$ cat src/rtl/spi_boot_pkg.sv
// Shared constants for the SPI flash boot loader: FSM state encoding and
// the flash read command.
package spi_boot_pkg;

    localparam logic [2:0] ST_IDLE  = 3'd0;
    localparam logic [2:0] ST_CMD   = 3'd1;
    localparam logic [2:0] ST_ADDR  = 3'd2;
    localparam logic [2:0] ST_DATA  = 3'd3;
    localparam logic [2:0] ST_WRITE = 3'd4;
    localparam logic [2:0] ST_DONE  = 3'd5;

    localparam logic [7:0] READ_OPCODE = 8'h03;

    localparam logic [5:0] CMD_BITS  = 6'd8;
    localparam logic [5:0] ADDR_BITS = 6'd24;
    localparam logic [5:0] BYTE_BITS = 6'd8;

endpackage

$ cat src/rtl/spi_boot_shifter.sv
// Mode-0 SPI clock divider and MSB-first shifter. A segment queued with start
// before the last falling edge of the current one continues the burst seamlessly.
module spi_boot_shifter #(
    parameter int CLK_DIV = 2
) (
    input  logic        clk,
    input  logic        rst,
    input  logic        start,
    input  logic [5:0]  bit_count,
    input  logic [31:0] tx_data,
    input  logic        miso,
    output logic        sclk,
    output logic        mosi,
    output logic        done,
    output logic [7:0]  rx_data
);
    localparam int DW = (CLK_DIV > 1) ? $clog2(CLK_DIV) : 1;
    localparam logic [DW-1:0] DIV_LAST = DW'(CLK_DIV - 1);

    logic          active_q, active_d;
    logic          sclk_q, sclk_d;
    logic [DW-1:0] div_q, div_d;
    logic [31:0]   tx_q, tx_d;
    logic [7:0]    rx_q, rx_d;
    logic [5:0]    cnt_q, cnt_d;
    logic          done_q, done_d;
    logic          pend_q, pend_d;
    logic [31:0]   pend_tx_q, pend_tx_d;
    logic [5:0]    pend_cnt_q, pend_cnt_d;

    always_comb begin
        active_d   = active_q;
        sclk_d     = sclk_q;
        div_d      = div_q;
        tx_d       = tx_q;
        rx_d       = rx_q;
        cnt_d      = cnt_q;
        done_d     = 1'b0;
        pend_d     = pend_q;
        pend_tx_d  = pend_tx_q;
        pend_cnt_d = pend_cnt_q;

        if (start) begin
            pend_d     = 1'b1;
            pend_tx_d  = tx_data;
            pend_cnt_d = bit_count;
        end

        if (!active_q) begin
            if (start) begin
                active_d = 1'b1;
                tx_d     = tx_data;
                cnt_d    = bit_count;
                pend_d   = 1'b0;
                div_d    = '0;
                sclk_d   = 1'b0;
            end
        end else if (div_q == DIV_LAST) begin
            div_d  = '0;
            sclk_d = ~sclk_q;
            if (!sclk_q) begin
                // Rising edge: MISO has been stable since the previous fall.
                rx_d  = {rx_q[6:0], miso};
                cnt_d = cnt_q - 6'd1;
                if (cnt_q == 6'd1) begin
                    done_d = 1'b1;
                end
            end else if (cnt_q != 6'd0) begin
                tx_d = {tx_q[30:0], 1'b0};
            end else if (start || pend_q) begin
                tx_d   = start ? tx_data : pend_tx_q;
                cnt_d  = start ? bit_count : pend_cnt_q;
                pend_d = 1'b0;
            end else begin
                active_d = 1'b0;
            end
        end else begin
            div_d = div_q + 1'b1;
        end
    end

    always_ff @(posedge clk) begin
        if (rst) begin
            active_q   <= 1'b0;
            sclk_q     <= 1'b0;
            div_q      <= '0;
            tx_q       <= '0;
            rx_q       <= '0;
            cnt_q      <= '0;
            done_q     <= 1'b0;
            pend_q     <= 1'b0;
            pend_tx_q  <= '0;
            pend_cnt_q <= '0;
        end else begin
            active_q   <= active_d;
            sclk_q     <= sclk_d;
            div_q      <= div_d;
            tx_q       <= tx_d;
            rx_q       <= rx_d;
            cnt_q      <= cnt_d;
            done_q     <= done_d;
            pend_q     <= pend_d;
            pend_tx_q  <= pend_tx_d;
            pend_cnt_q <= pend_cnt_d;
        end
    end

    assign sclk    = sclk_q;
    assign mosi    = active_q & tx_q[31];
    assign done    = done_q;
    assign rx_data = rx_q;

endmodule

$ cat src/rtl/spi_boot_loader.sv
// Copies LOAD_WORDS little-endian 32-bit words from SPI flash (single READ
// burst) into SRAM, then releases the processor.
module spi_boot_loader #(
    parameter int          W_ADDR     = 16,
    parameter int          LOAD_WORDS = 65536,
    parameter logic [23:0] FLASH_BASE = 24'h000000,
    parameter int          CLK_DIV    = 2
) (
    input  logic              clk,
    input  logic              rst,
    output logic              spi_cs_n,
    output logic              spi_sclk,
    output logic              spi_mosi,
    input  logic              spi_miso,
    output logic [W_ADDR-1:0] ram_addr,
    output logic [31:0]       ram_wdata,
    output logic              ram_we,
    output logic [3:0]        ram_byte_en,
    output logic              boot_done,
    output logic              cpu_rst_n
);
    import spi_boot_pkg::*;

    // One extra bit lets LOAD_WORDS = 2^W_ADDR finish without wrapping.
    localparam logic [W_ADDR:0] LAST_WORD = (W_ADDR + 1)'(LOAD_WORDS - 1);

    logic [2:0]        state_q, state_d;
    logic              cs_n_q, cs_n_d;
    logic              ram_we_q, ram_we_d;
    logic [W_ADDR-1:0] ram_addr_q, ram_addr_d;
    logic [31:0]       ram_wdata_q, ram_wdata_d;
    logic [23:0]       word_q, word_d;
    logic [1:0]        byte_idx_q, byte_idx_d;
    logic [W_ADDR:0]   word_cnt_q, word_cnt_d;
    logic              boot_done_q, boot_done_d;

    logic        sh_start;
    logic [5:0]  sh_bits;
    logic [31:0] sh_tx;
    logic        sh_sclk;
    logic        sh_mosi;
    logic        sh_done;
    logic [7:0]  sh_rx;

    spi_boot_shifter #(
        .CLK_DIV(CLK_DIV)
    ) u_shifter (
        .clk       (clk),
        .rst       (rst),
        .start     (sh_start),
        .bit_count (sh_bits),
        .tx_data   (sh_tx),
        .miso      (spi_miso),
        .sclk      (sh_sclk),
        .mosi      (sh_mosi),
        .done      (sh_done),
        .rx_data   (sh_rx)
    );

    always_comb begin
        state_d     = state_q;
        cs_n_d      = cs_n_q;
        ram_we_d    = 1'b0;
        ram_addr_d  = ram_addr_q;
        ram_wdata_d = ram_wdata_q;
        word_d      = word_q;
        byte_idx_d  = byte_idx_q;
        word_cnt_d  = word_cnt_q;
        boot_done_d = boot_done_q;
        sh_start    = 1'b0;
        sh_bits     = BYTE_BITS;
        sh_tx       = '0;

        case (state_q)
            ST_IDLE: begin
                state_d  = ST_CMD;
                cs_n_d   = 1'b0;
                sh_start = 1'b1;
                sh_bits  = CMD_BITS;
                sh_tx    = {READ_OPCODE, 24'h000000};
            end
            ST_CMD: begin
                if (sh_done) begin
                    state_d  = ST_ADDR;
                    sh_start = 1'b1;
                    sh_bits  = ADDR_BITS;
                    sh_tx    = {FLASH_BASE, 8'h00};
                end
            end
            ST_ADDR: begin
                if (sh_done) begin
                    state_d  = ST_DATA;
                    sh_start = 1'b1;
                end
            end
            ST_DATA: begin
                if (sh_done) begin
                    byte_idx_d = byte_idx_q + 2'd1;
                    // Queue the next byte now so SCLK never pauses across WRITE.
                    sh_start = !((byte_idx_q == 2'd3) && (word_cnt_q == LAST_WORD));
                    case (byte_idx_q)
                        2'd0: word_d[7:0]   = sh_rx;
                        2'd1: word_d[15:8]  = sh_rx;
                        2'd2: word_d[23:16] = sh_rx;
                        default: begin
                            state_d     = ST_WRITE;
                            ram_we_d    = 1'b1;
                            ram_wdata_d = {sh_rx, word_q};
                            ram_addr_d  = word_cnt_q[W_ADDR-1:0];
                        end
                    endcase
                end
            end
            ST_WRITE: begin
                word_cnt_d = word_cnt_q + 1'b1;
                if (word_cnt_q == LAST_WORD) begin
                    state_d     = ST_DONE;
                    cs_n_d      = 1'b1;
                    boot_done_d = 1'b1;
                end else begin
                    state_d = ST_DATA;
                end
            end
            ST_DONE: begin
                state_d = ST_DONE;
            end
            default: begin
                state_d = ST_IDLE;
            end
        endcase
    end

    always_ff @(posedge clk) begin
        if (rst) begin
            state_q     <= ST_IDLE;
            cs_n_q      <= 1'b1;
            ram_we_q    <= 1'b0;
            ram_addr_q  <= '0;
            ram_wdata_q <= '0;
            word_q      <= '0;
            byte_idx_q  <= '0;
            word_cnt_q  <= '0;
            boot_done_q <= 1'b0;
        end else begin
            state_q     <= state_d;
            cs_n_q      <= cs_n_d;
            ram_we_q    <= ram_we_d;
            ram_addr_q  <= ram_addr_d;
            ram_wdata_q <= ram_wdata_d;
            word_q      <= word_d;
            byte_idx_q  <= byte_idx_d;
            word_cnt_q  <= word_cnt_d;
            boot_done_q <= boot_done_d;
        end
    end

    // Gating with chip select parks SCLK low the moment DONE is entered.
    assign spi_cs_n    = cs_n_q;
    assign spi_sclk    = sh_sclk & ~cs_n_q;
    assign spi_mosi    = sh_mosi & ~cs_n_q;
    assign ram_we      = ram_we_q;
    assign ram_addr    = ram_addr_q;
    assign ram_wdata   = ram_wdata_q;
    assign ram_byte_en = {4{ram_we_q}};
    assign boot_done   = boot_done_q;
    assign cpu_rst_n   = boot_done_q;

endmodule

$ cat config.mk
export PLATFORM = sky130hd
export DESIGN_NAME = spi_boot_loader
export DESIGN_NICKNAME = d
export VERILOG_FILES = /design/src/rtl/spi_boot_pkg.sv /design/src/rtl/spi_boot_shifter.sv /design/src/rtl/spi_boot_loader.sv
export SDC_FILE = /design/constraint.sdc
export NUM_CORES = 1
export LEC_CHECK = 0
export ABC_AREA = 1
export BUFFER_PORTS_ARGS = -buffer_cell sky130_fd_sc_hd__buf_2
export CAP_MARGIN = 20
export CORE_MARGIN = 2
export CORE_UTILIZATION = 40
export DETAILED_ROUTE_END_ITERATION = 10
export MAX_ROUTING_LAYER = met4
export PLACE_DENSITY_LB_ADDON = 0.25
export SKIP_LAST_GASP = 1
export SLEW_MARGIN = 15
export SYNTH_ARGS = -nofsm -noshare
export SYNTH_HDL_FRONTEND = slang
export SYNTH_SLANG_ARGS = --single-unit
$ cat constraint.sdc
create_clock -name clk -period 4.8 [get_ports clk]
set_input_delay 0.96 -clock clk [delete_from_list [all_inputs] [get_ports clk]]
set_output_delay 0.96 -clock clk [all_outputs]
set_load 0.05 [all_outputs]
Word level (Yosys, flattened, before mapping)

Index checks and enable logic that the tools add are counted.
W data, S select, Z words.

Bits of input ports: 3
Register bits after elaboration: 186
Logic and storage cells: 127
Output and inout port bits: 58

Muxes and demuxes: 48
Bitwise operators: 10
Reductions and logical operators: 24
$add $sub $neg: 4
Equality and inequality tests: 20

Operator list:

| kind                    | number |
|---|---|
| $mux W32                | 7 |
| $mux W6                 | 7 |
| $mux W26                | 1 |
| $mux W1                 | 23 |
| $pmux W3 S6             | 1 |
| $add A17 B1 Y17 const B | 1 |
| $eq A17 B16 Y1 const B  | 1 |
| $mux W3                 | 5 |
| $reduce_and A3 Y1       | 5 |
| $reduce_and A4 Y1       | 3 |
| $mux W5                 | 2 |
| $ne A3 B3 Y1 const B    | 3 |
| $ne A2 B2 Y1 const B    | 4 |
| $reduce_and A2 Y1       | 4 |
| $not A1 Y1              | 7 |
| $eq A3 B2 Y1 const B    | 2 |
| $eq A3 B3 Y1 const B    | 2 |
| $eq A6 B1 Y1 const B    | 1 |
| $ne A2 B1 Y1 const B    | 3 |
| $reduce_bool A6 Y1      | 1 |
| $reduce_or A3 Y1        | 2 |
| $sub A6 B1 Y6 const B   | 1 |
| $eq A2 B2 Y1 const B    | 2 |
| $reduce_bool A2 Y1      | 2 |
| 14 further kinds        | 16 |

Depth between registers and ports, before layout

Word-level depth: 11
Gate-level depth with buffers: 20
Gate-level depth less buffers: 19

Modules after synthesis

From an unflattened synthesis, not the netlist that was laid out.

Cell total of the unflattened synthesis: 1326
Area, all modules: 8577.0 um2

Modules (own cells, without submodules):

| module           | instances | seq. area each (um2) | cells an instance | area each (um2) |
|---|---|---|---|---|
| spi_boot_shifter | 1         | 1781.7               | 801               | 4720.8 |
| spi_boot_loader  | 1         | 1941.9               | 525               | 3856.2 |

Worst setup path after synthesis

No wires, ideal clock.

Kind: register to output
From: register cs_n_q, in the netlist spi_cs_n
To: output port spi_mosi
Path buffers: 0
Arrival: 1641 ps
Data required time: 3840 ps
Slack: 2199 ps
Stages on the path, launching flop included: 2
Cell sequence: dfxtp_1 > nor3_1

Cells in the longest elaborated chain, start to end: 2

Ends and longest elaborated chain:

| element                | line                   | RTL |
|---|---|---|
| start, declared        | spi_boot_loader.sv:28  | `logic cs_n_q, cs_n_d;` |
| start signal, assigned | spi_boot_loader.sv:146 | `cs_n_q <= cs_n_d;` |
| $not A1 Y1             | spi_boot_loader.sv:160 | `assign spi_mosi = sh_mosi & ~cs_n_q;` |
| $and A1 B1 Y1          | spi_boot_loader.sv:160 |  |
| end, declared          | spi_boot_loader.sv:13  | `output logic spi_mosi,` |

Every way passes these cells.

Final worst setup path

From: register word_cnt_q[1]
To: register u_shifter.tx_q[12]

Cells in the longest elaborated chain, start to end: 11
Elaborated cells on any way between the ends: 15
Those cells by class: eq/ne (2); mux (8); reduce/logical (5)

Ends and longest elaborated chain:

| element                 | line                   | RTL |
|---|---|---|
| start, declared         | spi_boot_loader.sv:34  | `logic [W_ADDR:0] word_cnt_q, word_cnt_d;` |
| start signal, assigned  | spi_boot_loader.sv:152 | `word_cnt_q <= word_cnt_d;` |
| $eq A17 B16 Y1 (*)      | spi_boot_loader.sv:100 | `sh_start = !((byte_idx_q == 2'd3) && (word_cnt_q == LAST_WORD));` |
| $logic_and A1 B1 Y1 (*) | spi_boot_loader.sv:100 |  |
| $logic_not A1 Y1 (*)    | spi_boot_loader.sv:100 |  |
| $mux W1 (*)             | spi_boot_loader.sv:97  | `if (sh_done) begin` |
| $pmux W1 S3 (*)         | spi_boot_loader.sv:74  | `case (state_q)` |
| $mux W32                | spi_boot_shifter.sv:71 | `tx_d = start ? tx_data : pend_tx_q;` |
| $mux W32                | spi_boot_shifter.sv:70 | `end else if (start \|\| pend_q) begin` |
| $mux W32                | spi_boot_shifter.sv:68 | `end else if (cnt_q != 6'd0) begin` |
| $mux W32                | spi_boot_shifter.sv:61 | `if (!sclk_q) begin` |
| $mux W32                | spi_boot_shifter.sv:58 | `end else if (div_q == DIV_LAST) begin` |
| $mux W32                | spi_boot_shifter.sv:49 | `if (!active_q) begin` |
| end signal, assigned    | spi_boot_shifter.sv:98 | `tx_q <= tx_d;` |
| end, declared           | spi_boot_shifter.sv:23 | `logic [31:0] tx_q, tx_d;` |

Every way passes the cells marked *; elsewhere a longest branch is shown, timed or not. The select of a mux whose other input is x is not followed.
A chain may end at the register's enable or synchronous reset.

==> out/metrics.json <==
{
  "outcome": {
    "result_of_the_run": "completed"
  },
  "cts": {
    "cts_hold_buf": 0,
    "clock_sinks": 186,
    "post_cts_buffers": 0,
    "tritoncts": "yes",
    "clockBufferDepth": 2,
    "postCtsResizedCells": 0,
    "ctsHtreeMaxLevel": 4,
    "clock_slew_seen_by_the_registers_of_the_worst_setup_and_hold_paths_ns": 0.07,
    "number_of_buffers_created_by_cts": 17,
    "worst_skew_pair.late_latency_ns": 0.43,
    "clock-root-buffer": "clkbuf_16"
  },
  "global_route": {
    "grt_util_met3_pct": 3.200,
    "grt.met2_usage_pct": 25.75,
    "grt_first_pass_wirelength_um": 25860,
    "grt.overflow.total": 0,
    "number_of_antenna_violations_at_the_first_check_in_global_routing": 0,
    "first_global_vias": 5546,
    "grt-busiest-layer": "met2",
    "grtUsageMet1_pct": 21.14,
    "grt.total_usage_pct": 16.21,
    "largest_net_degree_at_the_start_of_global_routing": 85
  },
  "placement": {
    "placedCellCount": 1239,
    "hpwlAfterDp_um": 9200,
    "port_buffers": 60,
    "globalplace.congestion": 0.8020,
    "placed_cell_area_um2": 7734
  },
  "synth": {
    "post-synth-top-area-cell": "dfxtp_1",
    "yosys_cell_types": 35,
    "synth_area_um2": 7345,
    "yosys-top-cells-area": "dfxtp_1 51%, nor2_1 13%, nand2_1 8.9%",
    "syn-mean-instance-area_um2": 7.374,
    "netlist.area_leader.share_pct": 50.70,
    "synth-seq-cells": 186,
    "synth_top_cells_by_count": "250 x nor2_1, 186 x dfxtp_1, 174 x nand2_1",
    "synth-edff-count": 0,
    "ys_seq_area_share_pct": 50.70,
    "synth-async-reset-ratio_pct": 0,
    "number_of_instances_in_the_synthesized_netlist": 996,
    "synth_nets": 1009,
    "most_repeated_cell_in_the_gate_level_netlist_after_synthesis": "nor2_1",
    "dominantRegCellSynth": "dfxtp_1",
    "synth.yosys.warnings": 0
  },
  "timing": {
    "setup-violations-final": 0,
    "worstMarginPinSlew_ns": 1.026,
    "skew_ns": 0.01643,
    "tns_ns": 0,
    "fin_worst_hold_slack_ns": 0.4406,
    "rsz_0062_raised_after_global_routing": "false",
    "final_hold_viol_count": 0,
    "max_clock_freq_mhz": 323.4,
    "final_min_period_over_clock_period_pct": 64.42,
    "finalCriticalPeriod_ns": 3.092,
    "timing.final.max_slew_violations": 0,
    "max_slew_margin_pct": 31.54
  },
  "final_layout": {
    "final_design_area_no_fill_um2": 8318,
    "inserted_diodes": 0,
    "area_growth_pct": 13.25,
    "instances_no_fill": 1271,
    "num-nets-final": 1042,
    "post_route_cells_drive_above_1_share_pct": 11.04
  },
  "setup_path": {
    "crit_path_max_fanout": 61,
    "cp-start-kind": "register",
    "worst_ep_arrival_ns": 3.42,
    "critical_path_required_ns": 5.13,
    "worstSetupEndpointType": "register",
    "crit_type": "reg -> reg"
  },
  "floorplan": {
    "die-area_um2": 19460,
    "initial_utilization_pct": 40.89,
    "placeableCoreArea_um2": 17960,
    "die_h_um": 139.5,
    "io_pins": 61,
    "die_w_um": 139.5,
    "fp-row-count": 49
  },
  "min_path": {
    "min-delay-path-class": "reg -> reg"
  },
  "route": {
    "drt-vias-per-instance": 4.766,
    "drc_errors": 0,
    "via_count": 6057,
    "detailedRoute.firstPassIterationCount": 5,
    "routed_wire_length_per_instance_um": 11.72,
    "route.final.wire_length_um": 14890,
    "final_antenna_net_count": 0,
    "detail_route.iter0.violations": 279
  },
  "power_and_ir_drop": {
    "power.ir.vdd_worst_v": 0.0003201,
    "power.leakage_nw": 3.580,
    "power_density_nw_per_um2": 525.0,
    "power_mw": 4.367
  },
  "job": {
    "timing.max_cap.violations": 0
  }
}
-- where the power goes --
group	total [mW]	internal (mW)	switching, mW
Clock	1.37	0.716	0.649
Sequential	1.81	1.73	0.0783
Combinational	1.19	0.377	0.815
-- routing by layer --
metal  up-vias  share of wire [%]  routed length [um]
met3        12                3.7                 557
met4         0                1.1                 165
met5         -                  0                   0
li1       3221                  -                   -
met1      2725                 52                7687
met2        99                 44                6480
-- layout make-up --
type                    count  area, um^2
fillers                  1842        9646
flip-flops and latches    186        3724
multi-input cells         668        3019
clock buffers              19       452.9
repair buffers             66       365.4
inverters                  90       339.1
well taps                 229       286.5
clock inverters            13       131.4
-- cells in the final DEF, fill, tap and decap left out, types with 7 or more instances in the layout --
master | netlist | layout
dfxtp_1 | 186 | 186
nor3_1 | 14 | 14
nand3_1 | 26 | 26
nor2_1 | 250 | 250
nand4_1 | 7 | 7
a21oi_1 | 43 | 43
buf_2 | 13 | 60
clkbuf_16 | 0 | 17
o21ai_0 | 89 | 89
o22ai_1 | 30 | 30
nand2_1 | 174 | 174
inv_1 | 86 | 85
ha_1 | 10 | 10
-- logic make-up (layout without fill, tap and decap cells) --
family / after synthesis / after routing / share of synthesized area, %
adder cells (fa/ha/maj): 10 / 10 / 1.704
AO/OA/AOI/OAI: 169 / 169 / 12.30
AND/OR/NAND/NOR: 486 / 486 / 26.75
XOR/XNOR: 3 / 3 / 0.3578
flip-flops: 186 / 186 / 50.70
buffers and inverters: 142 / 188 / 8.194
-- through the flow --
stage	utilization [%]	setup WS, ns
after floorplan	-	2.199
after global placement	42.90	1.793
after detailed placement	43.05	1.680
after CTS	46.30	1.673
after global routing	46.30	1.241
final	46.30	1.708
-- worst max-delay path, stage by stage, from the launching register on --
cell and delay [ns]:
dfxtp_1 0.38, ha_1 0.21, nand3_1 0.10, inv_1 0.06, nand2_1 0.07, inv_1 0.08
nand4_1 0.10, nor3_1 0.20, ha_1 0.20, a21oi_1 0.07, nand2_1 0.06, nand2_1 0.08
nand2_4 0.38, nand3_2 0.22, nand2_4 0.51, nand2_1 0.11, nand2_1 0.09, nor2_1 0.04
-- worst paths after layout --
kind,from,end,slack (ns),depth (start not counted)
setup / recovery,word_cnt_q[1],u_shifter.tx_q[12],1.71,17
hold / removal,u_shifter.pend_cnt_q[5],u_shifter.pend_cnt_q[5],0.44,2
setup reg to reg,word_cnt_q[1],u_shifter.tx_q[12],1.71,17
hold reg to reg,u_shifter.pend_cnt_q[5],u_shifter.pend_cnt_q[5],0.44,2
-- state kept, by name, summed over array words and instances, names as in the netlist, 2 cells and up --
register / count
byte_idx_q: 2
ram_addr: 16
ram_wdata: 32
state_q: 3
u_shifter.cnt_q: 6
u_shifter.pend_cnt_q: 6
u_shifter.pend_tx_q: 32
u_shifter.rx_data: 8
u_shifter.tx_q: 32
word_cnt_q: 17
word_q: 24
Power figures use the tool's default switching activity.
